`src/rtl/i2s_tx_master.sv`:
```
// ----------------------------------------------------------------------------
// i2s_tx_master
// I2S / left-justified stereo transmitter running on the system clock. SCK is
// produced by a clock-enable divider, WS and SD change only on SCK falling
// events, and stereo sample pairs are buffered in a small FIFO.
//
// Ports:
//   clk, reset        system clock, asynchronous active-high reset
//   en                serial output enable (0 parks the serial side)
//   in_valid/in_ready sample-pair handshake into the FIFO
//   in_left/in_right  two's complement samples, DATA_W bits each
//   sck, ws, sd       serial bit clock, word select (0 = left), data MSB first
//   underrun          one-clk pulse when a frame starts with the FIFO empty
//   fifo_level        current FIFO occupancy
// ----------------------------------------------------------------------------
module i2s_tx_master #(
   parameter int unsigned DATA_W     = 16,
   parameter int unsigned SLOT_W     = 32,
   parameter int unsigned CLK_DIV    = 4,
   parameter int unsigned FMT        = 0,
   parameter int unsigned FIFO_DEPTH = 4
) (
   input  logic                          clk,
   input  logic                          reset,
   input  logic                          en,
   input  logic                          in_valid,
   output logic                          in_ready,
   input  logic [DATA_W-1:0]             in_left,
   input  logic [DATA_W-1:0]             in_right,
   output logic                          sck,
   output logic                          ws,
   output logic                          sd,
   output logic                          underrun,
   output logic [$clog2(FIFO_DEPTH):0]   fifo_level
);

   localparam int unsigned FRAME = 2 * SLOT_W;
   localparam int unsigned BW    = $clog2(FRAME);
   localparam int unsigned DVW   = (CLK_DIV > 1) ? $clog2(CLK_DIV) : 1;
   localparam int unsigned AW    = $clog2(FIFO_DEPTH);
   localparam int unsigned LW    = AW + 1;
   localparam int unsigned PW    = 2 * DATA_W;

   logic [DVW-1:0]    r_div_cnt;
   logic              r_sck;
   logic [BW-1:0]     r_bit_cnt;
   logic              r_ws;
   logic              r_sd;
   logic              r_underrun;
   logic [DATA_W-1:0] r_hold_l;
   logic [DATA_W-1:0] r_hold_r;
   logic [PW-1:0]     r_mem [FIFO_DEPTH];
   logic [AW-1:0]     r_wr_ptr;
   logic [AW-1:0]     r_rd_ptr;
   logic [LW-1:0]     r_level;
   logic              r_in_ready;

   logic              w_div_wrap;
   logic              w_fall;
   logic [BW-1:0]     w_bit_nxt;
   logic [BW-1:0]     w_pos;
   logic              w_load;
   logic              w_empty;
   logic              w_push;
   logic              w_pop;
   logic [PW-1:0]     w_head;
   logic [DATA_W-1:0] w_hold_l_nxt;
   logic [DATA_W-1:0] w_hold_r_nxt;
   logic              w_right;
   logic [BW-1:0]     w_q;
   logic [DATA_W-1:0] w_sel;
   logic [DATA_W-1:0] w_shift;
   logic              w_ws_nxt;
   logic [LW-1:0]     w_level_nxt;

   assign sck        = r_sck;
   assign ws         = r_ws;
   assign sd         = r_sd;
   assign underrun   = r_underrun;
   assign in_ready   = r_in_ready;
   assign fifo_level = r_level;

   // Falling event: divider wraps while SCK is high.
   assign w_div_wrap = (r_div_cnt == DVW'(CLK_DIV - 1));
   assign w_fall     = en && w_div_wrap && r_sck;
   assign w_bit_nxt  = (r_bit_cnt == BW'(FRAME - 1)) ? '0 : r_bit_cnt + 1'b1;

   // I2S delays the data position by one SCK relative to bit_cnt.
   assign w_pos = (FMT == 1) ? w_bit_nxt :
                  ((w_bit_nxt == '0) ? BW'(FRAME - 1) : w_bit_nxt - 1'b1);

   assign w_ws_nxt = (FMT == 1) ? (w_bit_nxt >= BW'(SLOT_W)) :
                     ((w_bit_nxt >= BW'(SLOT_W - 1)) && (w_bit_nxt <= BW'(FRAME - 2)));

   // Frame load; an empty FIFO loads silence even if a push lands this clk.
   assign w_load  = w_fall && (w_pos == '0);
   assign w_empty = (r_level == '0);
   assign w_push  = in_valid && r_in_ready;
   assign w_pop   = w_load && !w_empty;
   assign w_head  = r_mem[r_rd_ptr];

   assign w_hold_l_nxt = w_load ? (w_empty ? '0 : w_head[PW-1:DATA_W]) : r_hold_l;
   assign w_hold_r_nxt = w_load ? (w_empty ? '0 : w_head[DATA_W-1:0])  : r_hold_r;

   // Shifting left by the slot offset leaves the wanted bit at the MSB and
   // naturally yields zero padding once the offset passes DATA_W.
   assign w_right = (w_pos >= BW'(SLOT_W));
   assign w_q     = w_right ? (w_pos - BW'(SLOT_W)) : w_pos;
   assign w_sel   = w_right ? w_hold_r_nxt : w_hold_l_nxt;
   assign w_shift = w_sel << w_q;

   assign w_level_nxt = r_level + LW'(w_push) - LW'(w_pop);

   // Divider, bit counter and serial outputs.
   always_ff @(posedge clk or posedge reset) begin
      if (reset) begin
         r_div_cnt  <= '0;
         r_sck      <= 1'b0;
         r_bit_cnt  <= BW'(FRAME - 1);
         r_ws       <= 1'b0;
         r_sd       <= 1'b0;
         r_underrun <= 1'b0;
         r_hold_l   <= '0;
         r_hold_r   <= '0;
      end else if (!en) begin
         r_div_cnt  <= '0;
         r_sck      <= 1'b0;
         r_bit_cnt  <= BW'(FRAME - 1);
         r_ws       <= 1'b0;
         r_sd       <= 1'b0;
         r_underrun <= 1'b0;
      end else begin
         r_div_cnt  <= w_div_wrap ? '0 : r_div_cnt + 1'b1;
         if (w_div_wrap) begin
            r_sck <= ~r_sck;
         end
         r_underrun <= w_load && w_empty;
         if (w_fall) begin
            r_bit_cnt <= w_bit_nxt;
            r_ws      <= w_ws_nxt;
            r_sd      <= w_shift[DATA_W-1];
            r_hold_l  <= w_hold_l_nxt;
            r_hold_r  <= w_hold_r_nxt;
         end
      end
   end

   // FIFO storage.
   always_ff @(posedge clk) begin
      if (w_push) begin
         r_mem[r_wr_ptr] <= {in_left, in_right};
      end
   end

   // FIFO pointers, occupancy and registered ready.
   always_ff @(posedge clk or posedge reset) begin
      if (reset) begin
         r_wr_ptr   <= '0;
         r_rd_ptr   <= '0;
         r_level    <= '0;
         r_in_ready <= 1'b1;
      end else begin
         if (w_push) begin
            r_wr_ptr <= r_wr_ptr + 1'b1;
         end
         if (w_pop) begin
            r_rd_ptr <= r_rd_ptr + 1'b1;
         end
         r_level    <= w_level_nxt;
         r_in_ready <= (w_level_nxt != LW'(FIFO_DEPTH));
      end
   end

endmodule

```
`config.mk`:
```
export PLATFORM = sky130hd
export DESIGN_NAME = i2s_tx_master
export DESIGN_NICKNAME = d
export VERILOG_FILES = /design/src/rtl/i2s_tx_master.sv
export SDC_FILE = /design/constraint.sdc
export NUM_CORES = 1
export LEC_CHECK = 0
export BUFFER_PORTS_ARGS = -buffer_cell sky130_fd_sc_hd__buf_2
export CAP_MARGIN = 10
export CORE_MARGIN = 3
export CORE_UTILIZATION = 45
export DETAILED_ROUTE_END_ITERATION = 16
export HOLD_SLACK_MARGIN = 0.12
export SYNTH_ARGS = -nofsm -noshare
export SYNTH_HDL_FRONTEND = slang
export SYNTH_SLANG_ARGS = --single-unit
```
`constraint.sdc`:
```
create_clock -name clk -period 5.6 [get_ports clk]
set_input_delay 1.12 -clock clk [delete_from_list [all_inputs] [get_ports clk]]
set_output_delay 1.12 -clock clk [all_outputs]
set_load 0.02 [all_outputs]
```
==> results.md <==
* Status: complete, no violations
* Number of failing setup endpoints in the final timing report at 0
* Slowest cell on the critical path: dfstp_2
* Final-layout setup total negative slack at 0 ps
* Beginning of the worst register-to-register path: r_bit_cnt[0]
* Synthesized net count at around 570
* Most repeated cell in the gate-level netlist after synthesis: edfxtp_1
* Initial standard-cell utilization of the core at 0.465
* Clock H-tree levels at 4
* Final Skew at slightly above 8 ps
* Die X-Extent at around 140 um
* Max-slew violation total from the final report at 0
* Switching part of the total at 0.257
* Internal power at about 2500 uW
* Detailed-routing iteration count for the pre-antenna-repair pass at 5
* Post-DR vias/cell at about 5.6
* Clock buffers created by TritonCTS at 17
* P_sw at roughly 850 uW
* Floorplan die height at 138 um
* Die Area at approximately 0.019 mm^2
* Critical Path Source Type: register
* Final Routed Wirelength at 15,000 um
* Worst-case clock buffer depth at 2
* Total design power at 3310 uW
* Remaining number of nets flagged by the antenna check after routing at 0
* Depth of the worst register-to-register path at 16
* Per-cell routed wire length at 18.9 um
* Sequential fraction of the synthesis area at 0.661
* Type of the setup path with the least slack: register to register
* Cell-by-cell listing of the critical path: inv_1, ha_1, or3b_1, o22ai_1, a211oi_1, o22ai_1, nand2_4, nor2_1, ha_1, inv_1, ha_1, inv_1, fa_1, xnor2_1, xnor2_1, nand3b_1
* Number of design rule violations left after detail routing at 0
* Mapped Area at 0.00780 mm^2
* Req. time, crit path at between 5000 and 6000 ps
* Crit-path max cell delay at 630 ps
* Overall via count from detail_route at roughly 4,400
* CTS Hold Buffers Added at 0
* Unrepaired setup endpoints after global routing: no
* Final GP Congestion at 0.842
* Synthesized area divided by synthesized cell count at 15.1 um^2
* Leftover overflow at the end of global routing at 0
* Buffers on Ports at between 40 and 50
* Synth warn at 0
* Headroom to the max-slew limit at 0.373
* Number of antenna violations at the first check in global routing at 0
* Part of the total power dissipated in combinational logic at 0.126
* Buffer count from post-CTS setup fixing at 0
* Fraction of synthesized cell area taken by the top area cell type at 0.493
* Fin nets at 608
* DRC violation total after the first TritonRoute iteration at 298
* Final hold violation count at 0
* Syn-to-layout area delta at 13.0%
* All-Layer GR Usage at 0.173
* Register bit total from synthesis at 180
* Maximum number of pins on one net before global-route repair at 56
* Number of unique standard cell types used by synthesis at 60
* Launching instance or port of the critical path: r_bit_cnt[0]
* HPWL Detailed at 9730 um
* Share of total power in the clock network at 0.358
* TritonCTS clock tree: yes
* Proportion of layout cells with a drive suffix above 1 at 0.234
* Via count of the first global-routing pass at roughly 4,700
* Number of synthesized flops with an enable pin at 128
* Final critical-path required period at 4790 ps
* Number of max-cap violations at 0
* Final period utilization at 0.855
* Dominant synthesized flop cell: edfxtp_1
* First-pass GRT wire length at 24,400 um
* # resized after CTS at 0
* R2R Path End: in_ready
* Fmax at around 0.21 GHz
* Cell type with the highest aggregate area in the netlist: edfxtp_1
* Leakage power at between 0.003 and 0.004 uW
* Cells taking the most area after synthesis: edfxtp_1, dfrtp_1, mux4_2
* Worst setup path end: in_ready
* Arrival time reported for the critical path endpoint at approximately 5000 ps
* Most common library cells after synthesis: edfxtp_1, nand2_1, dfrtp_1, mux4_2, o21ai_1
* Async SR Flop Fraction at 0.289
* Num ports at 44
* Number of antenna cells inserted at 0
* Worst vdd ir at roughly 0.00025 V
* Core Box Area at 0.0168 mm^2
* Critical path capture point type: register
* Clock Tree Root: clkbuf_16
* Worst min-delay path category: register to register
* Power density cells at 376 mW/mm^2
* Worst slew pin tran at 940 ps
* Sink Count at 180
* Count of standard-cell rows at 47
* Reg-to-reg slack, setup at 810 ps
* Worst-Skew Late Latency at 430 ps
* Clock transition at path regs at about 70 ps
* Synthesized netlist cell count at 518
* Highest fanout seen on the critical path at 55
* Share of power burned in registers at 0.516
==> cell families after synthesis <==
logic type,Yosys count,share of synthesized area
flip-flops,180,0.661
AND/OR/NAND/NOR,142,0.0916
AO/OA/AOI/OAI,83,0.0716
multiplexers,47,0.119
buffers and inverters,42,0.0228
adder cells (fa/ha/maj),13,0.0218
XOR/XNOR,11,0.0124
==> per-layer routing <==
| layer | part of all wire | routed length (um) | vias to the layer above | GRT usage |
|---|---|---|---|---|
| met5 | 0 | 0 | - | 0 |
| li1 | - | - | 2059 | - |
| met3 | 0.047 | 697 | 21 | 0.0405 |
| met4 | 0.027 | 409 | 0 | 0.0748 |
| met1 | 0.43 | 6370 | 2236 | 0.224 |
| met2 | 0.50 | 7480 | 118 | 0.280 |
==> placed cells by master, fill, tap and decap left out, types with 8 or more instances in the layout <==
master,netlist,final
nand3_1,11,11
nor3_1,8,8
inv_1,14,13
nand2_1,64,64
mux4_2,36,36
o21ai_1,23,23
dfrtp_1,45,44
o21ai_0,11,11
buf_2,10,43
nor2_1,12,12
a21oi_1,8,8
edfxtp_1,128,128
clkbuf_16,0,17
ha_1,12,12
and2_1,14,14
==> how the worst min path moves through the flow <==
stage                   end  cells after the start  slack, ps    startpoint
5_1_grt        r_div_cnt[0]                      1        470  r_div_cnt[0]
3_3_place_gp   r_div_cnt[0]                      1        420  r_div_cnt[0]
6_report       r_div_cnt[0]                      1        430  r_div_cnt[0]
4_1_cts        r_div_cnt[0]                      1        440  r_div_cnt[0]
2_1_floorplan  r_div_cnt[0]                      1        410  r_div_cnt[0]
3_5_place_dp   r_div_cnt[0]                      1        420  r_div_cnt[0]
==> state kept, by name, summed over array words and instances (netlist names), 2 cells and up <==
name / cells
r_mem: 128
r_bit_cnt: 6
r_div_cnt: 2
r_hold_l: 16
r_rd_ptr: 2
r_wr_ptr: 2
fifo_level: 3
r_hold_r: 16
==> through the flow <==
stage | instances | instance area, um^2 | setup WS, ps | hold WS (ps) | util
after floorplan | 518 | 7800 | 1420 | 409 | -
after global placement | 760 | 8220 | 1100 | 423 | 0.490
after detailed placement | 760 | 8220 | 800 | 425 | 0.490
after CTS | 792 | 8810 | 775 | 436 | 0.526
after global routing | 792 | 8810 | 416 | 471 | 0.526
final | 792 | 8810 | 812 | 433 | 0.526
==> critical path, delay by kind of cell (launching register included) <==
family	cells	cell delay, ps
AND/OR/NAND/NOR	4	1280
adder cells (fa/ha/maj)	4	1250
AO/OA/AOI/OAI	3	1000
flip-flops	1	630
XOR/XNOR	2	320
buffers and inverters	3	220
==> power groups by stage <==
stage | clock network [uW] | registers [uW] | logic, uW
global route | 1270 | 1730 | 467
global placement | 0 | 1720 | 425
finish | 1180 | 1710 | 417
detailed placement | 0 | 1740 | 432
CTS | 1210 | 1710 | 431
floorplan | 0 | 1740 | 258
==> layout make-up <==
class / count / area [um^2]
timing repair buffer: 50 / 268
fill: 1404 / 7950
sequential: 180 / 5150
inverter: 14 / 52.6
tap: 220 / 275
clock buffer: 17 / 425
multi-input combinational: 296 / 2470
clock inverter: 15 / 170
No activity file was read; power rests on OpenSTA's default activity.
